===== src/rtl/eco32f_fetch.sv =====
// Instruction fetch stage: single-outstanding ibus master feeding decode, with a 1-entry skid buffer.
// Build option: define ECO32F_FETCH_PREFETCH_EN to issue back-to-back requests (1 insn/cycle).
module eco32f_fetch #(
   parameter logic [31:0] RESET_PC = 32'hE000_0000
) (
   input  logic        clk,
   input  logic        rst,
   output logic [31:0] ibus_adr_o,
   output logic        ibus_req_o,
   input  logic [31:0] ibus_dat_i,
   input  logic        ibus_ack_i,
   input  logic        ibus_err_i,
   input  logic        id_stall,
   input  logic        id_bubble,
   input  logic        redirect_i,
   input  logic [31:0] redirect_pc_i,
   output logic [31:0] id_pc,
   output logic [31:0] id_insn,
   output logic        id_exc_ibus_fault
);

   localparam logic [31:0] NOP = 32'h0000_0000;

   typedef enum logic [2:0] {
      S_REQ   = 3'd0,
      S_IDLE  = 3'd1,
      S_FULL  = 3'd2,
      S_FLUSH = 3'd3,
      S_FAULT = 3'd4
   } state_t;

`ifdef ECO32F_FETCH_PREFETCH_EN
   localparam state_t S_AFTER_ACK = S_REQ;
`else
   localparam state_t S_AFTER_ACK = S_IDLE;
`endif

   state_t      state_r, state_s;
   logic        req_r, req_s;
   logic [31:0] adr_r, adr_s;
   logic [31:0] flush_pc_r, flush_pc_s;
   logic [31:0] id_pc_r, id_pc_s;
   logic [31:0] id_insn_r, id_insn_s;
   logic        id_fault_r, id_fault_s;
   logic        skid_valid_r, skid_valid_s;
   logic [31:0] skid_insn_r, skid_insn_s;
   logic [31:0] skid_pc_r, skid_pc_s;
   logic        skid_fault_r, skid_fault_s;
   logic        hold_s, ack_s, err_s;
   logic        word_valid_s, word_fault_s;
   logic [31:0] word_insn_s, nop_pc_s, target_s;

   // Next-state, bus address, skid and decode-output selection
   always_comb begin
      hold_s       = id_stall | id_bubble;
      ack_s        = req_r & ibus_ack_i;
      err_s        = req_r & ibus_err_i;
      target_s     = redirect_pc_i & 32'hFFFF_FFFC;
      state_s      = state_r;
      adr_s        = adr_r;
      flush_pc_s   = flush_pc_r;
      word_valid_s = 1'b0;
      word_insn_s  = NOP;
      word_fault_s = 1'b0;
      nop_pc_s     = adr_r;
      skid_valid_s = skid_valid_r;
      skid_insn_s  = skid_insn_r;
      skid_pc_s    = skid_pc_r;
      skid_fault_s = skid_fault_r;
      id_pc_s      = id_pc_r;
      id_insn_s    = id_insn_r;
      id_fault_s   = id_fault_r;

      if (redirect_i) begin
         skid_valid_s = 1'b0;
         nop_pc_s     = target_s;
         flush_pc_s   = target_s;
         // The bus address must stay put until the outstanding transfer terminates
         if (req_r && !ack_s && !err_s) begin
            state_s = S_FLUSH;
         end else begin
            state_s = S_REQ;
            adr_s   = target_s;
         end
      end else begin
         case (state_r)
            S_REQ: begin
               if (ack_s) begin
                  adr_s        = adr_r + 32'd4;
                  word_valid_s = 1'b1;
                  word_insn_s  = ibus_dat_i;
                  if (hold_s) state_s = S_FULL;
                  else        state_s = S_AFTER_ACK;
               end else if (err_s) begin
                  word_valid_s = 1'b1;
                  word_fault_s = 1'b1;
                  state_s      = S_FAULT;
               end else begin
                  state_s = S_REQ;
               end
            end
            S_IDLE:  state_s = S_REQ;
            S_FULL: begin
               if (!hold_s) state_s = S_REQ;
               else         state_s = S_FULL;
            end
            S_FLUSH: begin
               nop_pc_s = flush_pc_r;
               if (ack_s || err_s) begin
                  state_s = S_REQ;
                  adr_s   = flush_pc_r;
               end else begin
                  state_s = S_FLUSH;
               end
            end
            S_FAULT: state_s = S_FAULT;
            default: state_s = S_REQ;
         endcase
      end

      if (!hold_s) begin
         if (skid_valid_r && !redirect_i) begin
            id_pc_s      = skid_pc_r;
            id_insn_s    = skid_insn_r;
            id_fault_s   = skid_fault_r;
            skid_valid_s = 1'b0;
         end else if (word_valid_s) begin
            id_pc_s    = adr_r;
            id_insn_s  = word_insn_s;
            id_fault_s = word_fault_s;
         end else begin
            id_pc_s    = nop_pc_s;
            id_insn_s  = NOP;
            id_fault_s = 1'b0;
         end
      end else begin
         // Decode is frozen: a word arriving now is parked in the skid
         skid_valid_s = skid_valid_s | word_valid_s;
         skid_insn_s  = word_valid_s ? word_insn_s  : skid_insn_s;
         skid_pc_s    = word_valid_s ? adr_r        : skid_pc_s;
         skid_fault_s = word_valid_s ? word_fault_s : skid_fault_s;
      end

      req_s = (state_s == S_REQ) || (state_s == S_FLUSH);
   end

   // State and output registers
   always_ff @(posedge clk or negedge rst) begin
      if (!rst) begin
         state_r      <= S_REQ;
         req_r        <= 1'b0;
         adr_r        <= RESET_PC;
         flush_pc_r   <= RESET_PC;
         id_pc_r      <= RESET_PC;
         id_insn_r    <= NOP;
         id_fault_r   <= 1'b0;
         skid_valid_r <= 1'b0;
         skid_insn_r  <= NOP;
         skid_pc_r    <= RESET_PC;
         skid_fault_r <= 1'b0;
      end else begin
         state_r      <= state_s;
         req_r        <= req_s;
         adr_r        <= adr_s;
         flush_pc_r   <= flush_pc_s;
         id_pc_r      <= id_pc_s;
         id_insn_r    <= id_insn_s;
         id_fault_r   <= id_fault_s;
         skid_valid_r <= skid_valid_s;
         skid_insn_r  <= skid_insn_s;
         skid_pc_r    <= skid_pc_s;
         skid_fault_r <= skid_fault_s;
      end
   end

   assign ibus_adr_o        = adr_r;
   assign ibus_req_o        = req_r;
   assign id_pc             = id_pc_r;
   assign id_insn           = id_insn_r;
   assign id_exc_ibus_fault = id_fault_r;

endmodule


===== config.mk =====
export PLATFORM = sky130hd
export DESIGN_NAME = eco32f_fetch
export DESIGN_NICKNAME = d
export VERILOG_FILES = /design/src/rtl/eco32f_fetch.sv
export SDC_FILE = /design/constraint.sdc
export NUM_CORES = 1
export LEC_CHECK = 0
export BUFFER_PORTS_ARGS = -buffer_cell sky130_fd_sc_hd__buf_2
export CORE_MARGIN = 2
export CORE_UTILIZATION = 56
export DETAILED_ROUTE_END_ITERATION = 16
export GPL_TIMING_DRIVEN = 0
export PLACE_DENSITY = 0.88
export SLEW_MARGIN = 0
export SYNTH_ARGS = -nofsm -noshare
export SYNTH_HDL_FRONTEND = slang
export SYNTH_SLANG_ARGS = --single-unit

===== constraint.sdc =====
create_clock -name clk -period 2.6 [get_ports clk]
set_input_delay 0.52 -clock clk [delete_from_list [all_inputs] [get_ports clk]]
set_output_delay 0.52 -clock clk [all_outputs]
set_load 0.005 [all_outputs]

# After elaboration in Yosys (flattened, before gate mapping)
# Cells that the tools add are included.
[word_totals]
ff_bits = 197
output_inout_bits = 98
[op_classes]
addsub = 1
n_eq_ne = 7
muxes = 34
bitwise = 4
reduce_logical = 13
[ops]
columns = ["operator", "n"]
rows = [
  ["2-to-1 mux 32 bit", 13],
  ["case mux 32 bit (2 select lines)", 1],
  ["adder 32 x 3 -> 32 bit, second input constant", 1],
  ["2-to-1 mux 1 bit", 12],
  ["case mux 3 bit (4 select lines)", 1],
  ["equality test 3 x 2 -> 1 bit, second input constant", 3],
  ["2-to-1 mux 3 bit", 3],
  ["2-to-1 mux 2 bit", 4],
  ["logical NOT 3 bit", 2],
  ["inequality test 3 bit, second input constant", 2],
  ["AND reduction 4 bit", 1],
  ["equality test 3 bit, second input constant", 1],
  ["logical AND 1 bit", 3],
  ["logical NOT 1 bit", 3],
  ["nonzero test 3 bit", 1],
  ["AND 1 bit", 2],
  ["logical OR 1 bit", 2],
  ["inequality test 2 bit, second input constant", 1],
  ["OR 1 bit", 2],
  ["AND reduction 2 bit", 1],
]

# Depth between registers and ports, before layout
[depth]
ltp_word = 8
mapped_depth = 8
mapped_depth_nobuf = 6

# Worst setup path before layout
# No wires, ideal clock.
[synth_path]
path_kind = "register to register"
from = "register state_r[0]"
to = "register skid_pc_r[22]"
setup_ns = 0.125
arrival_time_ns = 1.824
setup_slack_ns = 0.651
stages_incl_launch_ff = 8
n_path_buf = 3
period_less_slack_ns = 1.949
path_cell_list = "dfrtp_1 -> buf_6 -> or4_4 -> nor2_4 -> nand2_2 -> buf_6 -> buf_6 -> mux2_4"
[synth_between]
elab_chain_cells = 4
[synth_rtl]
columns = ["element", "line_no", "rtl"]
rows = [
  ["start, declared", "38", "state_t state_r, state_s;"],
  ["start signal, assigned", "162", "state_r <= state_s;"],
  ["logical NOT 3 bit", "86", "case (state_r)"],
  ["2-to-1 mux 1 bit", "86", ""],
  ["2-to-1 mux 1 bit", "74", "if (redirect_i) begin"],
  ["AND reduction 2 bit (no source line)", "-", ""],
  ["end signal, assigned", "171", "skid_pc_r <= skid_pc_s;"],
  ["end, declared", "47", "logic [31:0] skid_pc_r, skid_pc_s;"],
]
# No other way between the ends.
# A chain may end at the register's enable or synchronous reset.

# Worst setup path in the final report
[layout_path]
from = "input port redirect_i"
to = "register id_pc_r[2], in the netlist id_pc[2]"
[layout_between]
elab_chain_cells = 3
elab_cells_between_ends = 6
[layout_rtl]
columns = ["element", "line_no", "rtl"]
rows = [
  ["start, declared", "15", "input logic redirect_i,"],
  ["2-to-1 mux 32 bit (tied with other cells)", "74", ""],
  ["2-to-1 mux 32 bit or logical AND 1 bit (tied branches)", "127, 122", ""],
  ["2-to-1 mux 32 bit *", "122", "if (skid_valid_r && !redirect_i) begin"],
  ["end signal, assigned", "166", "id_pc_r <= id_pc_s;"],
  ["end, declared", "42", "logic [31:0] id_pc_r, id_pc_s;"],
]
# Mark *: on every way between the ends. The rest lies on a longest branch, timed or not.

==> flow_summary.json <==
{
  "status": "finished, final reports clean",
  "rsz0062_at_grt": "no",
  "final_util": 0.675,
  "seq_area_frac_synth": 0.513,
  "switching_share": 0.349,
  "synth_edf_count": 0,
  "num_rows": 47,
  "insertion_delay_ns": 0.45,
  "cts.sinks": 192,
  "place_ws_ns": -0.189,
  "crit_path_max_fanout": 10,
  "grtUsageTotal": 0.338,
  "num_io_pins": 169,
  "clock_skew_ns": 0.0125,
  "powerDensity_mw_per_mm2": 832,
  "finalCritPeriodShare": 0.942,
  "p_sw_mw": 3.22,
  "slew_headroom": 0.335,
  "setup_slack_ns": 0.150,
  "start_util": 0.570,
  "ir_worst_vdd_mv": 0.615,
  "p_leak_nw": 4.91,
  "hold_buffers": 0,
  "drt-wirelength-per-cell_um": 21.0,
  "cap_violations": 0,
  "vias": 8981,
  "first_pass_iters": 6,
  "grt_first_pass_wirelength_um": 46600,
  "path_clk_slew_ns": 0.07,
  "p_int_mw": 6.02,
  "drt_iter0_markers": 1042,
  "synth_ff_type": "dfrtp_1",
  "cts_made_buffers": 17,
  "core_mm2": 0.0165,
  "setup_violations": 0,
  "die_x_um": 133,
  "synth_cell_type_count": 68,
  "syn_inst": 1002,
  "grt-ovfl-total": 0,
  "routabilityCongestion": 0.967,
  "synth-seq-cells": 192,
  "die-area_mm2": 0.0178,
  "p_clk_frac": 0.269,
  "layout_commonest_cell": "nand2_1",
  "finalWirelength_um": 29800,
  "finalSetupTns_ns": 0,
  "grt_pass1_vias": 8630,
  "async_flop_share": 1.00,
  "startpoint_type": "primary input",
  "finalMaxSlewViolations": 0,
  "hpwlAfterDp_um": 20700,
  "worst_setup_path_end_kind": "register",
  "syn_area_per_cell_um2": 9.37,
  "ant_nets": 0,
  "worst_pin_slew_ns": 0.993,
  "cts_root_buf": "clkbuf_16",
  "drc": 0,
  "min_path_type": "in2async",
  "antenna_found_initial": 0,
  "cts_tree": "done",
  "netlist_area_mm2": 0.00939,
  "yosysWarnings": 0,
  "viasPerCell": 6.32,
  "port_buffers": 164,
  "finalHoldViolCount": 0,
  "crit_required_ns": 2.90,
  "fp.dieH_um": 133,
  "layout_common_cells": "192 x nand2_1, 180 x dfrtp_1, 174 x buf_2",
  "nNetsFinal": 1262,
  "drive_gt1_frac": 0.228,
  "htreeDepth": 4,
  "combPwrFrac": 0.259,
  "grt_start_max_net_pins": 121,
  "crit_type": "in2reg",
  "p_seq_frac": 0.471,
  "cts_max_path_buffers": 2,
  "critPathArrivalTime_ns": 2.75,
  "clock.fmax_mhz": 408,
  "area_growth_pct": 18.3,
  "period_needed_ns": 2.45,
  "diodes": 0
}
worst paths after layout:
path | slack, ns | end | from | depth (start not counted)
worst min register to register | 0.48 | id_pc[31]$_DFFE_PN1N_ | id_pc[31]$_DFFE_PN1N_ | 2
min in group clk | 0.31 | flush_pc_r[4]$_DFFE_PN0P_ | redirect_pc_i[4] | 3
worst max-delay path | 0.15 | id_pc[2]$_DFFE_PN0N_ | redirect_i | 6
worst min-delay path | 0.03 | id_insn[26]$_DFFE_PN0N_ | rst | 1
max in group asynchronous | 1.55 | flush_pc_r[20]$_DFFE_PN0P_ | rst | 2
worst max register to register | 0.16 | ibus_adr_o[23]$_DFFE_PN0P_ | state_r[1]$_DFF_PN0_ | 9
sequential cells by signal, indices dropped and copies added, names as in the netlist:
| register | cells |
|---|---|
| skid_fault_r | 1 |
| state_r | 3 |
| id_insn | 32 |
| ibus_req_o | 1 |
| flush_pc_r | 30 |
| id_pc | 31 |
| ibus_adr_o | 30 |
| skid_valid_r | 1 |
| id_exc_ibus_fault | 1 |
| skid_pc_r | 30 |
| skid_insn_r | 32 |
cells in the mapped netlist, types with 5 or more instances:
cell	number	area, µm²
nand2_1	192	721
nand3_1	12	60.1
a32oi_1	32	280
mux2_1	14	158
o21ai_1	116	581
a211o_1	7	61.3
o21ai_0	21	105
buf_1	7	26.3
a221oi_1	8	70.1
a22o_1	6	52.6
a311o_1	12	120
dfrtp_1	180	4500
dfstp_2	12	315
buf_2	11	55.1
a31oi_1	12	75.1
a211oi_1	5	37.5
o31a_1	8	70.1
mux2_2	22	248
mux2_4	8	120
o22ai_1	5	31.3
nand4_1	6	37.5
o31ai_1	7	52.6
clkbuf_1	61	229
a22oi_1	16	120
and2_1	6	37.5
nor3_1	11	55.1
nor2_1	58	218
a21oi_1	57	285
buf_4	6	45.0
inv_1	16	60.1
final cells by class:
class | instances | area [µm²]
inverter | 18 | 67.6
clock buffer | 18 | 439
timing repair buffer | 168 | 881
clock inverter | 13 | 109
fill | 1300 | 5350
multi-input combinational | 704 | 4120
sequential | 192 | 4820
tap | 220 | 275
buffer | 89 | 398
power by group through the flow:
stage / combinational [mW] / sequential [mW] / clock [mW]
CTS: 2.38 / 4.33 / 2.48
global placement: 2.28 / 4.34 / 0
finish: 2.40 / 4.36 / 2.49
global route: 2.64 / 4.44 / 2.61
floorplan: 1.43 / 4.26 / 0
detailed placement: 2.36 / 4.38 / 0
metrics by stage:
step	area [µm²]	total power [mW]	hold slack (ns)	cells
after floorplan	9390	5.69	0.224	1003
after global placement	10500	6.62	0.455	1387
after detailed placement	10500	6.73	0.470	1388
after CTS	11100	9.19	0.0548	1422
after global routing	11100	9.69	0.0738	1422
final	11100	9.25	0.0331	1422
per-layer routing:
layer	wire length, µm	global-route usage
met2	14000	0.539
met1	11400	0.438
met4	1220	0.152
met5	0	0
met3	3210	0.0864
kinds of logic (layout without fill, tap and decap cells):
family | Yosys count | after routing | share of synthesized area
fa+ha+maj | 1 | 1 | 0.00133
other cells | 1 | 2 | 0.000399
flops | 192 | 192 | 0.513
simple gates | 314 | 314 | 0.143
mux | 48 | 48 | 0.0602
xor+xnor | 2 | 2 | 0.00187
buf+inv | 107 | 306 | 0.0492
compound gates | 337 | 337 | 0.231
timing repair:
item	4_1_cts	5_1_grt
resized for setup	1	7
pin swaps	1	0
setup buffers	3	0
setup endpoints to repair	1	6
worst max-delay path, stage by stage:
cell	delay [ns]
buf_2	0.12
clkbuf_1	0.46
clkbuf_1	0.47
clkbuf_1	0.62
mux2i_1	0.45
o21ai_1	0.10
(Power assumes the default switching activity.)
